[src/rtl/flags_collector.sv]
// flags_collector: gathers per-element overflow flags from the PE array over a
// matmul operation into a sticky vector, then issues one write of that vector
// to the flags register and pulses done to the controller.
//
// Optional feature macro: FLAGS_IRQ_EN
//   defined   -> irq_o / irq_clr_i ports and a sticky level interrupt exist
//   undefined -> no interrupt ports or logic
//
// state   | meaning
// --------+---------------------------------------------------------------
// IDLE    | waiting for start_i
// COLLECT | OR-ing pe_flags_i into the sticky vector until TGT beats seen
// COMMIT  | write_enable_o high for one cycle, data_o holds the final vector
// DONE    | done_o high for one cycle, then back to IDLE
module flags_collector #(
    parameter int DATA_WIDTH = 32,
    parameter int BUS_WIDTH  = 64,
    parameter int MAX_DIM    = BUS_WIDTH / DATA_WIDTH,
    localparam int F         = MAX_DIM * MAX_DIM
) (
    input  logic                 clk_i,
    input  logic                 rst_ni,
    input  logic                 start_i,
    input  logic [15:0]          beats_i,
    input  logic                 accum_i,
    input  logic [F-1:0]         flags_prev_i,
    input  logic                 pe_valid_i,
    input  logic [F-1:0]         pe_flags_i,
`ifdef FLAGS_IRQ_EN
    input  logic                 irq_clr_i,
    output logic                 irq_o,
`endif
    output logic                 write_enable_o,
    output logic [BUS_WIDTH-1:0] data_o,
    output logic                 busy_o,
    output logic                 done_o
);

    typedef enum logic [1:0] {
        ST_IDLE    = 2'd0,
        ST_COLLECT = 2'd1,
        ST_COMMIT  = 2'd2,
        ST_DONE    = 2'd3
    } state_e;

    state_e       state_q, state_d;
    logic [F-1:0] sticky_q, sticky_d;
    logic [15:0]  cnt_q, cnt_d;
    logic [15:0]  tgt_q, tgt_d;
    logic         start_acc;

    // Next-state and datapath update; a start in IDLE or COLLECT (re)seeds the
    // operation and any beat presented in the same cycle is dropped.
    always_comb begin
        state_d   = state_q;
        sticky_d  = sticky_q;
        cnt_d     = cnt_q;
        tgt_d     = tgt_q;
        start_acc = 1'b0;

        case (state_q)
            ST_IDLE: begin
                if (start_i) begin
                    start_acc = 1'b1;
                end
            end
            ST_COLLECT: begin
                if (start_i) begin
                    start_acc = 1'b1;
                end else if (pe_valid_i) begin
                    sticky_d = sticky_q | pe_flags_i;
                    cnt_d    = cnt_q + 16'd1;
                    if ((cnt_q + 16'd1) == tgt_q) begin
                        state_d = ST_COMMIT;
                    end
                end
            end
            ST_COMMIT: begin
                state_d = ST_DONE;
            end
            ST_DONE: begin
                state_d = ST_IDLE;
            end
            default: begin
                state_d = ST_IDLE;
            end
        endcase

        if (start_acc) begin
            sticky_d = accum_i ? flags_prev_i : '0;
            cnt_d    = 16'd0;
            tgt_d    = beats_i;
            state_d  = (beats_i == 16'd0) ? ST_COMMIT : ST_COLLECT;
        end
    end

    // State and datapath registers with synchronous active-low reset.
    always_ff @(posedge clk_i) begin
        if (!rst_ni) begin
            state_q  <= ST_IDLE;
            sticky_q <= '0;
            cnt_q    <= 16'd0;
            tgt_q    <= 16'd0;
        end else begin
            state_q  <= state_d;
            sticky_q <= sticky_d;
            cnt_q    <= cnt_d;
            tgt_q    <= tgt_d;
        end
    end

    // Outputs come straight from flops so no input reaches an output combinationally.
    always_comb begin
        write_enable_o = (state_q == ST_COMMIT);
        done_o         = (state_q == ST_DONE);
        busy_o         = (state_q != ST_IDLE);
        data_o         = BUS_WIDTH'(sticky_q);
    end

`ifdef FLAGS_IRQ_EN
    logic irq_q, irq_d;

    // Interrupt sets after a commit of a non-zero vector; a set outranks a
    // same-cycle clear so an overflow event is never lost.
    always_comb begin
        irq_d = irq_q;
        if ((state_q == ST_COMMIT) && (|sticky_q)) begin
            irq_d = 1'b1;
        end else if (irq_clr_i || start_acc) begin
            irq_d = 1'b0;
        end
    end

    // Interrupt register.
    always_ff @(posedge clk_i) begin
        if (!rst_ni) begin
            irq_q <= 1'b0;
        end else begin
            irq_q <= irq_d;
        end
    end

    assign irq_o = irq_q;
`endif

endmodule

[config.mk]
export PLATFORM = sky130hd
export DESIGN_NAME = flags_collector
export DESIGN_NICKNAME = d
export VERILOG_FILES = /design/src/rtl/flags_collector.sv
export SDC_FILE = /design/constraint.sdc
export NUM_CORES = 1
export LEC_CHECK = 0
export CORE_AREA = 2 2 80 82
export DETAILED_ROUTE_END_ITERATION = 12
export DIE_AREA = 0 0 82 84
export GPL_ROUTABILITY_DRIVEN = 0
export GPL_TIMING_DRIVEN = 0
export PLACE_DENSITY = 0.89
export SYNTH_ARGS = -nofsm -noshare
export SYNTH_HDL_FRONTEND = slang
export SYNTH_SLANG_ARGS = --single-unit
[constraint.sdc]
create_clock -name clk_i -period 2.45 [get_ports clk_i]
set_input_delay 0.49 -clock clk_i [delete_from_list [all_inputs] [get_ports clk_i]]
set_output_delay 0.49 -clock clk_i [all_outputs]
set_load 0.03 [all_outputs]
# Yosys cells after proc, flatten, opt, wreduce, memory -nomap -nowiden
# Cells that the tools add are included.
# op_classes
n_addsub,1
multipliers,0
div,0
magnitude_cmp,0
eq_ne,8
shift,0
mux,13
bitwise,3
n_reduce_logical,11
# ops
op,n
$mux W4,5
$add A16 B1 Y16 const B,1
$eq A16 B16 Y1,1
$logic_not A16 Y1,1
$mux W2,5
$ne A3 B3 Y1 const B,3
$pmux W2 S3,1
$reduce_and A3 Y1,2
$reduce_bool A2 Y1,3
$eq A2 B2 Y1 const B,2
$or A4 B4 Y4,1
$reduce_and A4 Y1,1
$reduce_bool A4 Y1,1
$reduce_or A2 Y1,2
$eq A2 B1 Y1 const B,1
$logic_not A2 Y1,1
$mux W1,2
$ne A2 B1 Y1 const B,1
$not A1 Y1,2
# word_totals
ff_bits,38
latchBits,0
mem_bits_rw,0
rom_bits,0
output_inout_bits,67
wordCells,40
memories,0

# Longest topological paths before layout
# Gate-level depths: netlist of run 1.
# depth
word_depth,7
depth_mapped,9
ltp_nobuf,8

# Worst setup path before layout of run 1
# OpenSTA, ideal clock, no wires.
# synth_timing
path_kind,register -> register
from,register cnt_q[0]
to,register state_q[1]
setup_time_ns,0.059
arrival_ns,2.110
required_ns,2.391
path_slack_ns,0.280
path_stages_with_launch,9
path_buffers,0
period_less_slack_ns,2.170
path_cell_list,dfxtp_1 > ha_1 > nand4_1 > nor4_2 > xnor2_1 > o2111ai_1 > or4_1 > nor4_2 > o31a_1
# synth_between
elab_chain_len,4
# synth_lines
item,line,rtl
"start, declared",48,"logic [15:0] cnt_q, cnt_d;"
"start signal, assigned",107,cnt_q <= cnt_d;
$add A16 B1 Y16,73,if ((cnt_q + 16'd1) == tgt_q) begin
$eq A16 B16 Y1,73,
$ne A3 B3 Y1 (no line),-,
$reduce_and A4 Y1 (no line),-,
"end signal, assigned",105,state_q <= state_d;
"end, declared",46,"state_e state_q, state_d;"
# Every way passes these cells.
# A chain may end at the register's enable or synchronous reset.

# Final worst setup path of run 1
# layout_timing
from,input start_i
to,register cnt_q[11]
# layout_between
elab_chain_len,3
word_cells_on_any_way,5
cone_classes,2 x mux; 1 x bitwise; 2 x reduce/logical
# layout_lines
item,line,rtl
"start, declared",23,"input logic start_i,"
$mux W1,"63, 68",
$mux W1,-,
$reduce_or A2 Y1 (no line),-,
# Several ways; a longest one is shown, not always the timed one.

==> results of run 1 <==
## worst min-delay path by stage
stage / start / endpoint / slack, ns / cells past startpoint
finish: tgt_q[6] / tgt_q[6] / 0.48 / 2
global route: tgt_q[5] / tgt_q[5] / 0.52 / 2
CTS: tgt_q[5] / tgt_q[5] / 0.48 / 2
detailed placement: tgt_q[5] / tgt_q[5] / 0.47 / 2
global placement: tgt_q[5] / tgt_q[5] / 0.47 / 2
floorplan: tgt_q[1] / tgt_q[1] / 0.46 / 2
## registers in the layout (all words and copies together), names as in the netlist
name,count
state_q,2
tgt_q,16
sticky_q,4
cnt_q,16
## per-stage QoR
stage,hold slack [ns],utilization (%)
2_1_floorplan,0.4553,-
3_3_place_gp,0.4666,53.74
3_5_place_dp,0.4723,53.74
4_1_cts,0.4823,56.79
5_1_grt,0.5151,56.94
6_report,0.4778,56.94
## Yosys cell counts (all sizes together) (7+ instances only)
cell    instances  area, sq um
buf            68        505.5
nand2          50        204.0
dfxtp          38        760.7
nor2           17        63.81
a21boi         16        120.1
o21ai          15        75.07
xnor2          15        131.4
xor2           13        113.9
a21oi          12        60.06
clkbuf         12        45.04
or3             8        50.05
nand3           7        35.03
nor3            7        35.03
## logic make-up after synthesis
kind of cell               Yosys count  synth area share [%]
DFF                                 38                 29.06
buffers and inverters               84                 21.61
AOI/OAI and AO/OA                   57                 14.44
xor gates and xnor gates            28                 9.369
adders and majority gates            2                0.8604
other                                1                0.1433
muxes                                3                 1.243
and+or+nand+nor                    119                 23.28
## per-layer routing
layer / global-route usage (%) / share of wire, % / up-vias / wire length, microns
met3: 3.355 / 7.3 / 10 / 417
met4: 5.758 / 1.9 / 0 / 110
met1: 18.32 / 39 / 1050 / 2253
met2: 30.60 / 51 / 99 / 2952
met5: 0 / 0 / - / 0
li1: - / - / 1209 / -
## area by class of cell
type	instances	share of cell area, %
tap	77	2.776
clock buffer	7	2.199
multi-input combinational	269	44.81
timing repair buffer	39	10.89
clock inverter	1	0.8652
inverter	4	0.4326
sequential	38	22.13
buffer	78	15.90
## cells in the final DEF (no fill, tap or decap), types with 2 or more instances in the layout
| cell | n |
|---|---|
| buf_4 | 66 |
| conb_1 | 60 |
| nand2_1 | 49 |
| dfxtp_1 | 36 |
| clkdlybuf4s50_1 | 34 |
| nor2_1 | 17 |
| a21boi_0 | 16 |
| o21ai_0 | 15 |
| xnor2_1 | 15 |
| xor2_1 | 13 |
| clkbuf_1 | 12 |
| a21oi_1 | 12 |
| or3_1 | 8 |
| nand3_1 | 7 |
| nor3_1 | 7 |
| nand4_1 | 6 |
| clkbuf_8 | 5 |
| nor2b_1 | 4 |
| inv_1 | 4 |
| buf_2 | 3 |
| buf_6 | 3 |
| nand2b_1 | 2 |
| and4_1 | 2 |
| or4_1 | 2 |
| nor4_1 | 2 |
| mux2_2 | 2 |
| a31oi_1 | 2 |
| o31a_1 | 2 |
| nor4_4 | 2 |
| o2111ai_1 | 2 |
| dfxtp_4 | 2 |
## power by group
part           switching, mW  total [mW]  internal (mW)
combinational          0.205       0.354          0.149
sequential            0.0169       0.652          0.635
clock                  0.212       0.517          0.304
total                  0.435        1.52           1.09
## timing repair
item                       4_1_cts  5_1_grt
gates cloned                     0        0
pin swaps                        7        2
setup buffers                    4        1
gates resized for setup         12        3
setup endpoints to repair        3        5
## critical path, stage by stage
cell and delay (ns):
clkdlybuf4s50_1 0.48, nand3b_1 0.24, or2_4 0.30, or3_1 0.38
clkbuf_1 0.16, or3_1 0.33, a21oi_1 0.17
==> reports/metrics.cfg, run 1 <==
[run_status]
outcome = finished clean

[worst_setup_path]
critPathLaunchType = primary input
rr_startpoint = cnt_q[0]
end_kind = flip-flop
worst-path-max-fanout = 8
reg2reg_slack_ns = 0.12
cp_data_required_time_ns = 2.66
cp.arrival_ns = 2.55
crit_path_start = start_i
r2r_end = state_q[1]
worstSetupEndpoint = cnt_q[11]
rr_worst_depth = 9
path_class = primary input to flip-flop

[routing]
vias = 2368
post_drt_wl_per_cell_microns = 11.18
drtIter0Drc = 102
postRouteAntennaNets = 0
wl_mm = 5.733
first_pass_iters = 4
vias_per_cell = 4.616
drc = 0

[hold_path]
min_path_type = flip-flop to flip-flop

[synthesis]
yosys_warnings = 0
synth_edf_count = 0
synth_cells = 332
ys_ff_latch = 38
avgSynthCellArea_sq_um = 7.884
synth_area_sq_um = 2618
synthArstFlopShare_pct = 0
ys_seq_area_share_pct = 29.06
ys_types = 48
ys.flop_type = dfxtp_1

[die]
dieArea_sq_um = 6888
ios = 96
initial_core_util_pct = 42.94
die_w_microns = 82
coreArea_sq_um = 6096
fp.dieH_microns = 84
row_count = 29

[sta]
max-slew-margin-rel_pct = 66.51
worstMarginPinSlew_ns = 0.5024
fmax_mhz = 427.0
hold_violations = 0
rsz0062_at_grt = no
post-route-period-util_pct = 95.59
period_minus_slack_ns = 2.342
slew_violations = 0
setup_viol_count_final = 0
fin_setup_tns_ns = 0
clock_skew_ns = 0.006728
layout_setup_ws_ns = 0.1079

[placed_design]
hpwlAfterDp_mm = 4.316
pre_cts_slack_ns = -0.3310
numPortBuffers = 34
placed_area_sq_um = 3276
placed_cells = 502

[cells_and_area]
register_area_sq_um = 768.2
nNetsFinal = 465
multi_input_comb_area_sq_um = 1555
stdcell_area_sq_um = 3471
layout-drive-gt1-share_pct = 21.33
area_growth_pct = 32.60
n_antenna_cell = 0
nFillCells = 548
layoutNonFillerInstCount = 513

[global_route]
grt_pass1_wl_mm = 9.087
grt_pass1_vias = 2108
grt_max_degree = 12
grt_overflow = 0
antenna_found_initial = 0
track_usage_pct = 16.63

[clocking]
clk_pin_slew_worst_paths_ns = 0.07
holdBufCountCts = 0
tritoncts = yes
clockBufferDepth = 2
numCtsBuffers = 5
root_buffer = clkbuf_8
cts_sinks = 38
ctsHtreeMaxLevel = 2
clk_latency_ns = 0.29

[power_and_ir_drop]
ir_drop_mv = 0.3287
power_mw = 1.522
p_leak_nw = 1.468
pwr_density_cell_nw_per_um2 = 438.6

[job]
drv_cap = 0

No activity file was read; power rests on OpenSTA's default activity.
==> run 2: changes to the inputs <==
--- a/config.mk
+++ b/config.mk
@@ -5,12 +5,14 @@
 export SDC_FILE = /design/constraint.sdc
 export NUM_CORES = 1
 export LEC_CHECK = 0
+export ABC_AREA = 0
 export CORE_AREA = 2 2 80 82
 export DETAILED_ROUTE_END_ITERATION = 12
 export DIE_AREA = 0 0 82 84
 export GPL_ROUTABILITY_DRIVEN = 0
 export GPL_TIMING_DRIVEN = 0
 export PLACE_DENSITY = 0.89
+export SKIP_CTS_REPAIR_TIMING = 1
 export SYNTH_ARGS = -nofsm -noshare
 export SYNTH_HDL_FRONTEND = slang
 export SYNTH_SLANG_ARGS = --single-unit
==> reports/metrics.cfg, run 2 (same netlist as run 1, synthesis figures left out) <==
[routing]
met3_length_microns = 439  ; +5.3%
vias = 2373  ; +0.21%
vias_per_cell = 4.635  ; +0.41%
met2_length_mm = 2.938  ; -0.47%
drc = 0  ; unchanged
highest_layer = met4
post_drt_wl_per_cell_microns = 11.18  ; about the same
postRouteAntennaNets = 0  ; unchanged
drt-met1-wl_mm = 2.241  ; -0.53%
drtIter0Drc = 53  ; -48%
first_pass_iters = 4  ; unchanged
wl_mm = 5.723  ; -0.17%

[cells_and_area]
n_antenna_cell = 0  ; unchanged
nNetsFinal = 464  ; -0.22%
layoutNonFillerInstCount = 512  ; -0.19%
final_common_cell = buf_4
fin_util_pct = 56.90  ; about the same
stdcell_area_sq_um = 3468  ; about the same
reg_top3 = cnt_q (16), tgt_q (16), sticky_q (4)
multi_input_comb_area_sq_um = 1560  ; +0.32%
layout-drive-gt1-share_pct = 21.84  ; +0.51 points
nFillCells = 542  ; -1.1%
register_area_sq_um = 769.5  ; +0.16%
final_cell_mix = 65 x buf_4, 60 x conb_1, 49 x nand2_1
area_growth_pct = 32.50  ; about the same

[worst_setup_path]
max_stage_delay_ns = 0.45  ; -0.03 ns
slowest_stage = or4_4
cp_data_required_time_ns = 2.69  ; +0.03 ns
crit_path_frequent_cell = nor4_4
end_kind = flip-flop
critPathLaunchType = flip-flop
crit_path_start = cnt_q[9]
crit_chain = buf_2, nand3_1, nor4_4, xnor2_1, o2111ai_1, or4_4, nor4_4, o31a_1
rr_startpoint = cnt_q[9]
path_class = flip-flop to flip-flop
worst-path-max-fanout = 8  ; unchanged
cp.arrival_ns = 2.65  ; +0.10 ns

[clocking]
clockBufferDepth = 2  ; unchanged
tritoncts = yes
root_buffer = clkbuf_8
clk_pin_slew_worst_paths_ns = 0.07  ; about the same
numCtsBuffers = 5  ; unchanged
clk_latency_ns = 0.29  ; about the same
ctsHtreeMaxLevel = 2  ; unchanged
cts_sinks = 38  ; unchanged

[power_and_ir_drop]
ir_drop_mv = 0.3275  ; -0.37%
p_leak_nw = 1.466  ; -0.12%
pwr_density_cell_nw_per_um2 = 438.4  ; about the same

[job]
drv_cap = 0  ; unchanged

[global_route]
grt_pass1_vias = 2050  ; -2.8%
grt_overflow = 0  ; unchanged
grt_pass1_wl_mm = 8.742  ; -3.8%
antenna_found_initial = 0  ; unchanged
grt_max_degree = 12  ; unchanged
track_usage_pct = 15.92  ; -0.71 points

[sta]
clock_skew_ns = 0.007061  ; +0.0003321 ns
layout_setup_ws_ns = 0.04141  ; -0.06652 ns
setup_viol_count_final = 0  ; unchanged
fin_setup_tns_ns = 0  ; unchanged
period_minus_slack_ns = 2.409  ; +0.06652 ns
fmax_mhz = 415.2  ; -2.8%
worstMarginPinSlew_ns = 0.5029  ; +0.0005179 ns
rsz0062_at_grt = yes
slew_violations = 0  ; unchanged
post-route-period-util_pct = 98.31  ; +2.7 points
hold_violations = 0  ; unchanged
max-slew-margin-rel_pct = 66.47  ; about the same

[hold_path]
min_from = tgt_q[6]
min_path_type = flip-flop to flip-flop

[die]
die_w_microns = 82  ; unchanged
initial_core_util_pct = 42.94  ; unchanged
ios = 96  ; unchanged
row_count = 29  ; unchanged
fp.dieH_microns = 84  ; unchanged
coreArea_sq_um = 6096  ; unchanged
dieArea_sq_um = 6888  ; unchanged

[placed_design]
pre_cts_slack_ns = -0.3310  ; unchanged
hpwlAfterDp_mm = 4.316  ; unchanged
numPortBuffers = 34  ; unchanged
placed_area_sq_um = 3276  ; unchanged
placed_cells = 502  ; unchanged

[run_status]
outcome = finished clean

[run 2: changes by cell type in the layout (fill, tap and decap cells not counted), sizes merged]
cell    change
clkbuf      -2
buf         +1
[run 2: final cells by class]
class / instances / area share [%]
Clock inverter: 1 / 0.8658
Multi-Input combinational cell: 269 / 44.99
Tap cell: 77 / 2.778
Sequential cell: 38 / 22.19
Buffer: 77 / 15.66
Inverter: 4 / 0.4329
Clock buffer: 7 / 2.201
Timing Repair Buffer: 39 / 10.89
[run 2: stage by stage]
stage	hold slack, ns	power, mW
2_1_floorplan	0.4553	0.9359
3_3_place_gp	0.4666	1.006
3_5_place_dp	0.4723	1.012
4_1_cts	0.4823	1.514
5_1_grt	0.5156	1.582
6_report	0.4778	1.521
[run 2: worst max-delay path: cells and delay by family (launching register included)]
kind,cells,cell delay (ns)
AND/OR/NAND/NOR,4,1.32
flip-flops,1,0.31
buffers and inverters,1,0.20
XOR/XNOR,1,0.17
AO/OA/AOI/OAI,2,0.36
[run 2: routing by layer]
metal | global-route usage [%] | vias up
li1 | - | 1205
met4 | 5.455 | 0
met1 | 17.43 | 1053
met3 | 3.139 | 10
met2 | 29.49 | 105
met5 | 0 | -
[run 2: power by group]
part | total [mW] | internal, mW | leakage (nW) | switching (mW)
clock | 0.513 | 0.304 | 0.0524 | 0.209
sequential | 0.652 | 0.635 | 0.312 | 0.0167
combinational | 0.356 | 0.150 | 1.10 | 0.206
[run 2: worst paths after layout]
| check | slack [ns] | endpoint | depth (start not counted) |
|---|---|---|---|
| setup / recovery | 0.04 | state_q[1] | 8 |
| hold / removal | 0.48 | tgt_q[6] | 2 |
| setup reg to reg | 0.04 | state_q[1] | 8 |
| hold reg to reg | 0.48 | tgt_q[6] | 2 |
==> run 3: changes to the inputs <==
--- a/config.mk
+++ b/config.mk
@@ -13,6 +13,7 @@
 export GPL_TIMING_DRIVEN = 0
 export PLACE_DENSITY = 0.89
 export SKIP_CTS_REPAIR_TIMING = 1
+export SLEW_MARGIN = 25
 export SYNTH_ARGS = -nofsm -noshare
 export SYNTH_HDL_FRONTEND = slang
 export SYNTH_SLANG_ARGS = --single-unit
==> results of run 3 <==
Final layout, timing and power as in run 2 (identical DEF).
